===== config.mk =====
export PLATFORM = sky130hd
export DESIGN_NAME = spi_burst_controller
export DESIGN_NICKNAME = d
export VERILOG_FILES = /design/src/rtl/spi_burst_controller.sv
export SDC_FILE = /design/constraint.sdc
export NUM_CORES = 1
export LEC_CHECK = 0
export ABC_AREA = 1
export BUFFER_PORTS_ARGS = -buffer_cell sky130_fd_sc_hd__buf_4
export CAP_MARGIN = 10
export CORE_MARGIN = 2
export CORE_UTILIZATION = 45
export DETAILED_ROUTE_END_ITERATION = 10
export PLACE_DENSITY = 0.66
export REMOVE_ABC_BUFFERS = 1
export SYNTH_ARGS = -nofsm -noshare
export SYNTH_HDL_FRONTEND = slang
export SYNTH_SLANG_ARGS = --single-unit

===== constraint.sdc =====
create_clock -name clk -period 2.45 [get_ports clk]
set_clock_uncertainty 0.2 [all_clocks]
set_input_delay 0.1225 -clock clk [delete_from_list [all_inputs] [get_ports clk]]
set_output_delay 0.1225 -clock clk [all_outputs]
set_load 0.01 [all_outputs]

===== src/rtl/spi_burst_controller.sv =====
// spi_burst_controller
// Sequencing FSM for the SPI memory datapath. It decodes the command byte,
// owns the data-memory address counter, and issues the one-clk data-memory
// write strobe and shift-register parallel load. After the command byte,
// every further byte is a burst beat at the next address (modulo 2^ADDR_W).
// Bytes beyond MAX_BYTES are neither written nor driven onto MISO.

module spi_burst_controller #(
  parameter int ADDR_W    = 7,
  parameter int MAX_BYTES = 16
) (
  input  logic              clk,
  input  logic              rst_n,
  input  logic              cs_n,
  input  logic              sclk_posedge,
  input  logic [7:0]        sr_pdata,
  output logic [ADDR_W-1:0] mem_addr,
  output logic              dm_we,
  output logic              sr_load,
  output logic              miso_en,
  output logic              busy,
  output logic [4:0]        byte_cnt
);

  typedef enum logic [2:0] {
    IDLE,
    CMD,
    DECODE,
    WR_DATA,
    WR_COMMIT,
    RD_FETCH,
    RD_LOAD,
    RD_SHIFT
  } state_t;

  localparam logic [4:0] MAX_CNT = 5'(MAX_BYTES);

  state_t     state;
  logic [2:0] bit_cnt;
  logic       byte_done;
  logic       below_max;

  // The 8th SCLK rising edge of a byte is the one that wraps the bit counter.
  assign byte_done = sclk_posedge && (bit_cnt == 3'd7);
  assign below_max = (byte_cnt < MAX_CNT);

  // Start address from command bits [7:1], zero-extended or truncated to ADDR_W.
  function automatic logic [ADDR_W-1:0] cmd_addr(input logic [7:0] cmd);
    logic [ADDR_W+6:0] ext;
    ext = {{ADDR_W{1'b0}}, cmd[7:1]};
    return ext[ADDR_W-1:0];
  endfunction

  // Address counter step; natural overflow gives the modulo-2^ADDR_W wrap.
  function automatic logic [ADDR_W-1:0] addr_inc(input logic [ADDR_W-1:0] a);
    return a + ADDR_W'(1);
  endfunction

  // Byte counter step, holding at MAX_BYTES once the limit is reached.
  function automatic logic [4:0] cnt_sat_inc(input logic [4:0] c);
    return (c < MAX_CNT) ? (c + 5'd1) : c;
  endfunction

  // Transaction FSM with registered strobes, address and byte count.
  always_ff @(posedge clk or negedge rst_n) begin
    if (!rst_n) begin
      state    <= IDLE;
      bit_cnt  <= 3'd0;
      mem_addr <= '0;
      dm_we    <= 1'b0;
      sr_load  <= 1'b0;
      miso_en  <= 1'b0;
      busy     <= 1'b0;
      byte_cnt <= 5'd0;
    end else begin
      // Strobes are single-cycle unless re-armed below.
      dm_we   <= 1'b0;
      sr_load <= 1'b0;

      if (state != IDLE && cs_n) begin
        // Deselect aborts whatever is in flight, including a byte boundary
        // landing in the same clk; the partial byte is simply dropped.
        state   <= IDLE;
        busy    <= 1'b0;
        miso_en <= 1'b0;
        bit_cnt <= 3'd0;
      end else begin
        // Edges are counted in every active state so none is lost while the
        // single-cycle states are in progress.
        if (state != IDLE && sclk_posedge) begin
          bit_cnt <= bit_cnt + 3'd1;
        end

        case (state)
          IDLE: begin
            if (!cs_n) begin
              state    <= CMD;
              busy     <= 1'b1;
              bit_cnt  <= 3'd0;
              byte_cnt <= 5'd0;
            end
          end

          CMD: begin
            if (byte_done) begin
              state <= DECODE;
            end
          end

          DECODE: begin
            // Shift register already holds the full command byte here.
            mem_addr <= cmd_addr(sr_pdata);
            state    <= sr_pdata[0] ? RD_FETCH : WR_DATA;
          end

          WR_DATA: begin
            if (byte_done) begin
              state <= WR_COMMIT;
              dm_we <= below_max;
            end
          end

          WR_COMMIT: begin
            mem_addr <= addr_inc(mem_addr);
            byte_cnt <= cnt_sat_inc(byte_cnt);
            state    <= WR_DATA;
          end

          RD_FETCH: begin
            // Memory read data becomes valid at the end of this cycle.
            state   <= RD_LOAD;
            sr_load <= 1'b1;
          end

          RD_LOAD: begin
            state   <= RD_SHIFT;
            miso_en <= below_max;
          end

          RD_SHIFT: begin
            if (byte_done) begin
              mem_addr <= addr_inc(mem_addr);
              byte_cnt <= cnt_sat_inc(byte_cnt);
              miso_en  <= 1'b0;
              state    <= RD_FETCH;
            end
          end

          default: begin
            state   <= IDLE;
            busy    <= 1'b0;
            miso_en <= 1'b0;
          end
        endcase
      end
    end
  end

endmodule

# Word-level counts from Yosys, hierarchy flattened

Index checks and enable logic that the tools add are counted.

Register bits after elaboration: 22
Output and inout port bits: 16
Logic and storage cells: 70

Add/sub/neg operators: 3
Magnitude comparators: 1
Equality and inequality tests: 15
Mux-type cells: 28
Bitwise operators: 1
Reduce and logical (&&, ||, !) cells: 14

Operators with widths:

| cell                                                   | number |
|---|---|
| two-way mux 3 bit                                      | 10 |
| one-hot mux 3 bit (8 select lines)                     | 1 |
| one-hot mux 7 bit (3 select lines)                     | 1 |
| equality test 3 bit (second input constant)            | 5 |
| two-way mux 5 bit                                      | 3 |
| one-hot mux 5 bit (3 select lines)                     | 1 |
| inequality test 3 bit (second input constant)          | 4 |
| nonzero test 3 bit                                     | 4 |
| two-way mux 1 bit                                      | 10 |
| AND reduction 4 bit                                    | 2 |
| adder 7 x 1 -> 7 bit (second input constant)           | 1 |
| two-way mux 7 bit                                      | 1 |
| equality test 3 x 2 -> 1 bit (second input constant)   | 2 |
| adder 5 x 1 -> 5 bit (second input constant)           | 1 |
| < comparator 5 bit (second input constant)             | 1 |
| inequality test 2 bit (second input constant)          | 2 |
| AND reduction 2 bit                                    | 2 |
| adder 3 x 1 -> 3 bit (second input constant)           | 1 |
| equality test 3 x 1 -> 1 bit (second input constant)   | 1 |
| logical AND 1 bit                                      | 3 |
| zero test 3 bit                                        | 1 |
| AND reduction 3 bit                                    | 1 |
| inequality test 2 x 1 -> 1 bit (second input constant) | 1 |
| one-hot mux 1 bit (2 select lines)                     | 1 |
| 2 further kinds                                        | 2 |

# Depth between registers and ports, before layout

Gate-level depths: netlist of the first run.

Word-level depth: 6
Gate-level depth with buffers: 11

# Least setup slack after synthesis of the first run

Ideal clock, no wire load.

Path kind: reg2reg
From: reg state[1]
To: reg mem_addr[4]
Arrival time: 1.428 ns
Data required time: 2.185 ns
Setup slack: 0.757 ns
Cell stages (with the launch flop): 11
Clock period less this slack: 1.693 ns
Cell sequence: dfrtp_1 -> buf_6 -> nor2_4 -> nand2_1 -> ha_1 -> nor2_1 -> nand2_2 -> buf_6 -> nor2_1 -> nand2_1 -> nand2_1

Longest elaborated chain between the ends: 4

Ends and longest elaborated chain:

| what                                                                        | line | RTL |
|---|---|---|
| from (decl)                                                                 | 38   | `state_t state;` |
| from (signal assigned)                                                      | 113  | `state <= sr_pdata[0] ? RD_FETCH : WR_DATA;` |
| parallel branches: the longest is 4 deep, another holds equality test 3 bit | --   |  |
| to (signal assigned)                                                        | 112  | `mem_addr <= cmd_addr(sr_pdata);` |
| to (signal assigned)                                                        | 124  | `mem_addr <= addr_inc(mem_addr);` |
| to (signal assigned)                                                        | 142  | `mem_addr <= addr_inc(mem_addr);` |
| to (decl)                                                                   | 17   | `output logic [ADDR_W-1:0] mem_addr,` |

Several ways; the timed one is not identified.
A chain may end at the register's enable or synchronous reset.

# Worst setup path after layout of the first run

From: reg state[1]
To: reg mem_addr[0]

The elaborated chain is that of the path after synthesis.

==> impl_metrics.py, run 1 <==
metrics = {
    "run_status": {
        "status": "finished clean",
    },
    "drt": {
        "wl_met2_um": 1380,
        "viasPerCell": 5.01,
        "drt-total-wl_um": 2890,
        "routed.top_layer": "met4",
        "wl_met3_um": 113,
        "antenna_left": 0,
        "drc": 0,
        "drt_pass1_iterations": 4,
        "routedWlPerCell_um": 11.1,
        "wl_met1_um": 1350,
        "dr_total_vias": 1302,
        "drtIter0Drc": 35,
    },
    "placed_design": {
        "post_dp_cell_area_um2": 1560,
        "dp_cells": 245,
        "io_buffer_count": 27,
        "dp_hpwl_um": 2140,
        "dp_slack_ns": 0.502,
        "routabilityCongestion": 0.990,
    },
    "critical_path": {
        "start_kind": "flip-flop",
        "reg2reg_slack_ns": 0.46,
        "reg2reg_from": "state[1]$_DFFE_PN0P_",
        "cp_data_required_time_ns": 2.49,
        "crit_fanout": 11,
        "crit_type": "flip-flop to flip-flop",
        "timing.rr.end": "mem_addr[0]$_DFFE_PN0P_",
        "end_kind": "flip-flop",
        "cp.arrival_ns": 2.04,
        "reg2reg_depth": 8,
    },
    "finish": {
        "num_antenna_cells": 0,
        "postLayoutCoreUtil_pct": 60.4,
        "final_nets": 248,
        "final_common_cell": "nand2_1",
        "drive_gt1_share_pct": 17.9,
        "final_cells": 260,
        "fill_cells": 265,
        "syn2layout_area_growth_pct": 25.1,
        "stdcell_area_um2": 1710,
        "final_cell_mix": "70 x nand2_1, 27 x buf_4, 23 x nor2_1",
    },
    "pwr": {
        "leakagePower_nw": 0.935,
        "power_switching_uw": 749,
        "cellPowerDensity_nw_per_um2": 969,
        "peakVddDrop_mv": 0.373,
        "seqPwrFrac_pct": 37.9,
        "clkPwrFrac_pct": 12.4,
        "internal-power_uw": 907,
        "swShare_pct": 45.2,
        "fin_total_pwr_mw": 1.66,
        "p_comb_share_pct": 49.6,
    },
    "yosys": {
        "syn_area_um2": 1370,
        "yosys_warnings": 0,
        "ys_seq_area_share_pct": 40.3,
        "synth_cells": 191,
        "synth.distinct_cells": 19,
        "ys_ff_latch": 22,
        "syn_area_per_cell_um2": 7.15,
    },
    "timing": {
        "tns_ns": 0,
        "hold_violations": 0,
        "whs_ns": 0.0162,
        "clock.fmax_mhz": 501,
        "setup_viol": 0,
        "rsz0062_at_grt": "no",
        "tightest_slew_ns": 0.379,
        "layout_setup_ws_ns": 0.455,
        "max-slew-margin-rel_pct": 74.5,
        "period_share_pct": 81.4,
        "final_max_slew_viol_count": 0,
        "timing.final.crit_period_ns": 1.99,
    },
    "grt": {
        "grt_use_total_pct": 18.4,
        "grt_pass1_wl_um": 4980,
        "grt_pass1_vias": 1187,
        "antenna_found_initial": 0,
        "grt_max_degree": 23,
        "grt_overflow": 0,
    },
    "clocking": {
        "numCtsBuffers": 3,
        "cts.reportedPaths.clkPinSlew_ns": 0.13,
        "cts_max_level": 1,
        "cts_setup_buffers": 0,
        "clk_path_buf_depth": 2,
        "cts.repair.resized": 0,
        "cts_sinks": 22,
        "hold_buffers": 11,
        "clkLatencyLatePin_ns": 0.31,
        "tritoncts": "yes",
        "cts-root-buf": "clkbuf_4",
    },
    "min_path": {
        "hold_path.class": "primary input to async pin",
    },
    "floorplanning": {
        "die_height_um": 59.1,
        "die_w_um": 59.1,
        "rows": 19,
        "initial_core_util_pct": 48.3,
        "core_um2": 2830,
        "dieArea_um2": 3490,
        "num_io_pins": 28,
    },
    "job": {
        "maxCapViolations": 0,
    },
}
[logic make-up after synthesis]
family | synth area share [%]
compound gates | 5.13
xor+xnor | 2.56
simple gates | 38.0
flops | 40.3
fa+ha+maj | 5.49
buf+inv | 8.52
[power by group through the flow]
stage / combinational (mW) / sequential, mW / clock (mW)
after floorplan: 0.516 / 0.648 / 0
after detailed placement: 0.813 / 0.635 / 0
after global placement: 0.788 / 0.629 / 0
after CTS: 0.830 / 0.628 / 0.217
final: 0.822 / 0.628 / 0.206
after global routing: 0.953 / 0.654 / 0.226
[registers in the layout (all words and copies together) (netlist names)]
name / count
state: 3
mem_addr: 7
sr_load: 1
byte_cnt: 5
dm_we: 1
miso_en: 1
busy: 1
bit_cnt: 3
[per-layer routing]
metal | vias up | GRT usage (%)
met3 | 6 | 2.62
met5 | - | 0
met2 | 40 | 30.3
met4 | 0 | 5.84
li1 | 671 | -
met1 | 585 | 24.8
[final cells by class]
class                           instances  area (um2)  share of cell area, %
Timing Repair Buffer                   38         313                   18.3
Multi-Input combinational cell        146         699                   40.9
Sequential cell                        22         551                   32.2
Inverter                               19        71.3                   4.17
Tap cell                               31        38.8                   2.27
Clock buffer                            4        36.3                   2.12
[cells in the mapped netlist]
library cell	n	share of area, %
or2_2	3	1.4
nand2_2	3	1.4
dfrtp_1	22	40
a21oi_1	1	0.37
nor3_1	1	0.37
ha_1	6	5.5
buf_6	4	3.3
xnor2_1	2	1.3
nand2_1	70	19
nand3_1	15	5.5
nor2_1	23	6.3
nor2_4	1	0.82
nand4_1	1	0.46
inv_1	19	5.2
nand3_2	1	0.73
nor4_1	2	0.92
nor2_2	2	0.92
o21ai_0	13	4.8
xor2_1	2	1.3
[worst max path at each step]
stage | start | endpoint | slack, ns | cells after the start
final | state[1]$_DFFE_PN0P_ | mem_addr[0]$_DFFE_PN0P_ | 0.46 | 8
after global routing | state[2]$_DFFE_PN0P_ | state[2]$_DFFE_PN0P_ | 0.27 | 7
after CTS | state[1]$_DFFE_PN0P_ | mem_addr[0]$_DFFE_PN0P_ | 0.47 | 8
after detailed placement | state[1]$_DFFE_PN0P_ | mem_addr[0]$_DFFE_PN0P_ | 0.50 | 7
after global placement | state[1]$_DFFE_PN0P_ | mem_addr[0]$_DFFE_PN0P_ | 0.59 | 7
after floorplan | state[1]$_DFFE_PN0P_ | mem_addr[0]$_DFFE_PN0P_ | 0.73 | 7
[worst max-delay path, stage by stage, from the launching register on]
cell and delay [ns]:
dfrtp_1 0.52, nor2_4 0.18, nand2_1 0.15, ha_1 0.22
nor2_1 0.18, nand2_2 0.18, inv_1 0.16, nand2_1 0.06
o21ai_0 0.07
(Power assumes the default switching activity.)
==> inputs of run 2 (changes only) <==
ABC_AREA = 0   (was 1)
PLACE_DENSITY = 0.69   (was 0.66)
clock period = 1.65 ns   (was 2.45 ns; I/O delays follow)
==> run 2 against run 1 <==
  * The run now ends with setup timing left
  * Largest cell class unchanged
  * Largest power group unchanged
  * Global-route usage increased by 3.4 points
  * Synthesized cell count decreased by 29%
  * Cell area increased by 18%
  * First-iteration DRC count increased by 31%
==> impl_metrics.py, run 2 <==
metrics = {
    "yosys": {
        "synth-edff-count": 0,
        "synth-simple-area-share_pct": 18.2,
        "yosys.area.top_type_share_pct": 42.6,
        "yosys_warnings": 0,
        "synth.distinct_cells": 36,
        "netlist_top_cells_count": "22 x dfrtp_1, 12 x nor2_1, 9 x mux2i_1, 9 x nand2_1, 8 x nand3_1",
        "async_flop_share_pct": 100,
        "ys_seq_area_share_pct": 42.6,
        "synth_cells": 136,
        "synth_top_cell_by_area": "dfrtp_1",
        "synthMuxAreaShare_pct": 6.97,
        "syn_area_um2": 1290,
        "synth_area_leaders": "dfrtp_1 43%, mux2i_1 7.0%, ha_1 5.8%, nor2_1 3.5%, o2bb2ai_1 3.4%",
        "synth_compound_area_share_pct": 21.2,
        "synthAdderAreaFrac_pct": 5.81,
        "ys_ff_latch": 22,
        "synth_top_family_by_area": "compound AO/OA/AOI/OAI gates",
        "synth_xor_area_share_pct": 1.36,
        "synth_most_common_cell": "dfrtp_1",
        "synthFlopType": "dfrtp_1",
        "syn_area_per_cell_um2": 9.50,
    },
    "timing": {
        "tightest_slew_ns": 0.382,
        "hold_violations": 0,
        "max-slew-margin-rel_pct": 74.3,
        "period_share_pct": 121,
        "layout_setup_ws_ns": -0.345,
        "final_max_slew_viol_count": 0,
        "rsz0062_at_grt": "yes",
        "setup_viol": 19,
        "clock.fmax_mhz": 501,
        "timing.final.crit_period_ns": 2.00,
        "tns_ns": -3.55,
    },
    "finish": {
        "stdcell_area_um2": 2020,
        "largest-register": "mem_addr",
        "final_nets": 217,
        "final_cell_mix": "44 x buf_4, 22 x dfrtp_1, 12 x dlygate4sd3_1",
        "largestRegisters": "mem_addr (7), byte_cnt (5)",
        "drive_gt1_share_pct": 41.4,
        "num_antenna_cells": 0,
        "final_common_cell": "buf_4",
        "largest_register_ffs": 7,
        "syn2layout_area_growth_pct": 56.3,
    },
    "critical_path": {
        "cp_top_family": "simple AND/OR/NAND/NOR gates",
        "reg2reg_slack_ns": -0.35,
        "crit_fanout": 7,
        "crit_path_max_incr_delay_ns": 0.41,
        "crit_type": "flip-flop to flip-flop",
        "crit_chain": "nor3_2 > inv_2 > ha_4 > or2_4 > o32a_4 > buf_6 > a21oi_2 > o22ai_1",
        "crit_slowest_cell": "dfrtp_1",
        "cp_num_buf_inv": 2,
        "cp.arrival_ns": 1.99,
        "end_kind": "flip-flop",
        "cp.depth": 8,
        "reg2reg_depth": 8,
        "cp_data_required_time_ns": 1.65,
        "start_kind": "flip-flop",
    },
    "grt": {
        "grt_use_total_pct": 21.8,
        "grt_pass1_vias": 1316,
        "grt_pass1_wl_um": 5680,
        "antenna_found_initial": 0,
        "grt_overflow": 0,
        "grt_max_degree": 23,
    },
    "floorplanning": {
        "dieArea_um2": 3320,
        "rows": 19,
        "initial_core_util_pct": 47.3,
        "die_w_um": 57.6,
        "num_io_pins": 28,
        "core_um2": 2730,
        "die_height_um": 57.6,
    },
    "drt": {
        "drt_pass1_iterations": 4,
        "viasPerCell": 5.65,
        "drc": 0,
        "drtIter0Drc": 46,
        "drt-total-wl_um": 3450,
        "antenna_left": 0,
        "dr_total_vias": 1294,
        "routedWlPerCell_um": 15.1,
    },
    "clocking": {
        "cts_max_level": 1,
        "cts-root-buf": "clkbuf_4",
        "tritoncts": "yes",
        "cts.reportedPaths.clkPinSlew_ns": 0.14,
        "numCtsBuffers": 3,
        "clkLatencyLatePin_ns": 0.32,
        "clk_path_buf_depth": 2,
        "cts_sinks": 22,
    },
    "min_path": {
        "hold_path.class": "primary input to flip-flop",
        "whs_path_depth": 5,
    },
    "run_status": {
        "violations": "setup timing",
        "status": "finished with violations",
    },
    "placed_design": {
        "dp_hpwl_um": 2220,
        "post_dp_cell_area_um2": 1650,
        "io_buffer_count": 27,
        "routabilityCongestion": 0.794,
    },
    "pwr": {
        "leakagePower_nw": 0.883,
        "peakVddDrop_mv": 1.04,
        "cellPowerDensity_nw_per_um2": 1510,
    },
    "job": {
        "maxCapViolations": 0,
    },
}
[run 2: final timing paths]
path / start / endpoint
max reg2reg: state[0]$_DFFE_PN0P_ / mem_addr[4]$_DFFE_PN0P_
min: cs_n / mem_addr[0]$_DFFE_PN0P_
min reg2reg: busy$_DFFE_PN0P_ / busy$_DFFE_PN0P_
min in group asynchronous: rst_n / mem_addr[5]$_DFFE_PN0P_
max in group asynchronous: rst_n / miso_en$_DFFE_PN0P_
max: state[0]$_DFFE_PN0P_ / mem_addr[4]$_DFFE_PN0P_
[run 2: timing repair]
item	CTS	global route
setup buffers	3	1
gates cloned	1	0
pin swaps	16	12
resized for setup	33	10
hold buffers	12	0
setup endpoints to repair	19	22
endpoints found under the hold margin	34	0
[run 2: final cells by class]
cell class	instances	area, um2
inverters	7	26.3
repair buffers	63	529
multi-input cells	102	840
flip-flops and latches	22	551
fillers	190	713
clock buffers	4	36.3
well taps	31	38.8
[run 2: worst min-delay path: cells and delay by family]
kind | cells | cell delay (ns)
compound gates | 1 | 0.17
fa+ha+maj | 1 | 0.14
simple gates | 2 | 0.14
buf+inv | 1 | 0.11
[run 2: layer usage]
metal | vias up | part of all wire, % | wire (um) | global-route usage, %
li1 | 632 | - | - | -
met1 | 631 | 45 | 1540 | 27.0
met2 | 27 | 52 | 1780 | 38.3
met3 | 4 | 2.6 | 91 | 2.49
met4 | 0 | 0.98 | 34 | 8.64
met5 | - | 0 | 0 | 0
[run 2: logic make-up (layout without fill, tap and decap cells)]
family / Yosys count / in the layout
buf+inv: 12 / 74
fa+ha+maj: 6 / 6
mux: 9 / 9
compound gates: 38 / 38
xor+xnor: 2 / 2
flops: 22 / 22
simple gates: 47 / 47
[run 2: per-stage QoR]
step	setup WS, ns	util (%)	hold slack [ns]	cells	total power [mW]
after floorplan	-0.708	-	-0.413	131	1.62
after global routing	-0.405	73.9	0.188	229	3.25
final	-0.345	73.9	0.153	229	3.06
after detailed placement	-0.389	60.5	-0.204	208	2.26
after global placement	-0.347	60.5	-0.208	208	2.21
after CTS	-0.362	71.7	0.146	228	2.91
[run 2: power by group]
part           internal [mW]  switching, mW  total [mW]
Combinational          0.957          0.940        1.90
Clock                  0.135          0.182       0.317
Sequential             0.700          0.148       0.848
Total                   1.79           1.27        3.06
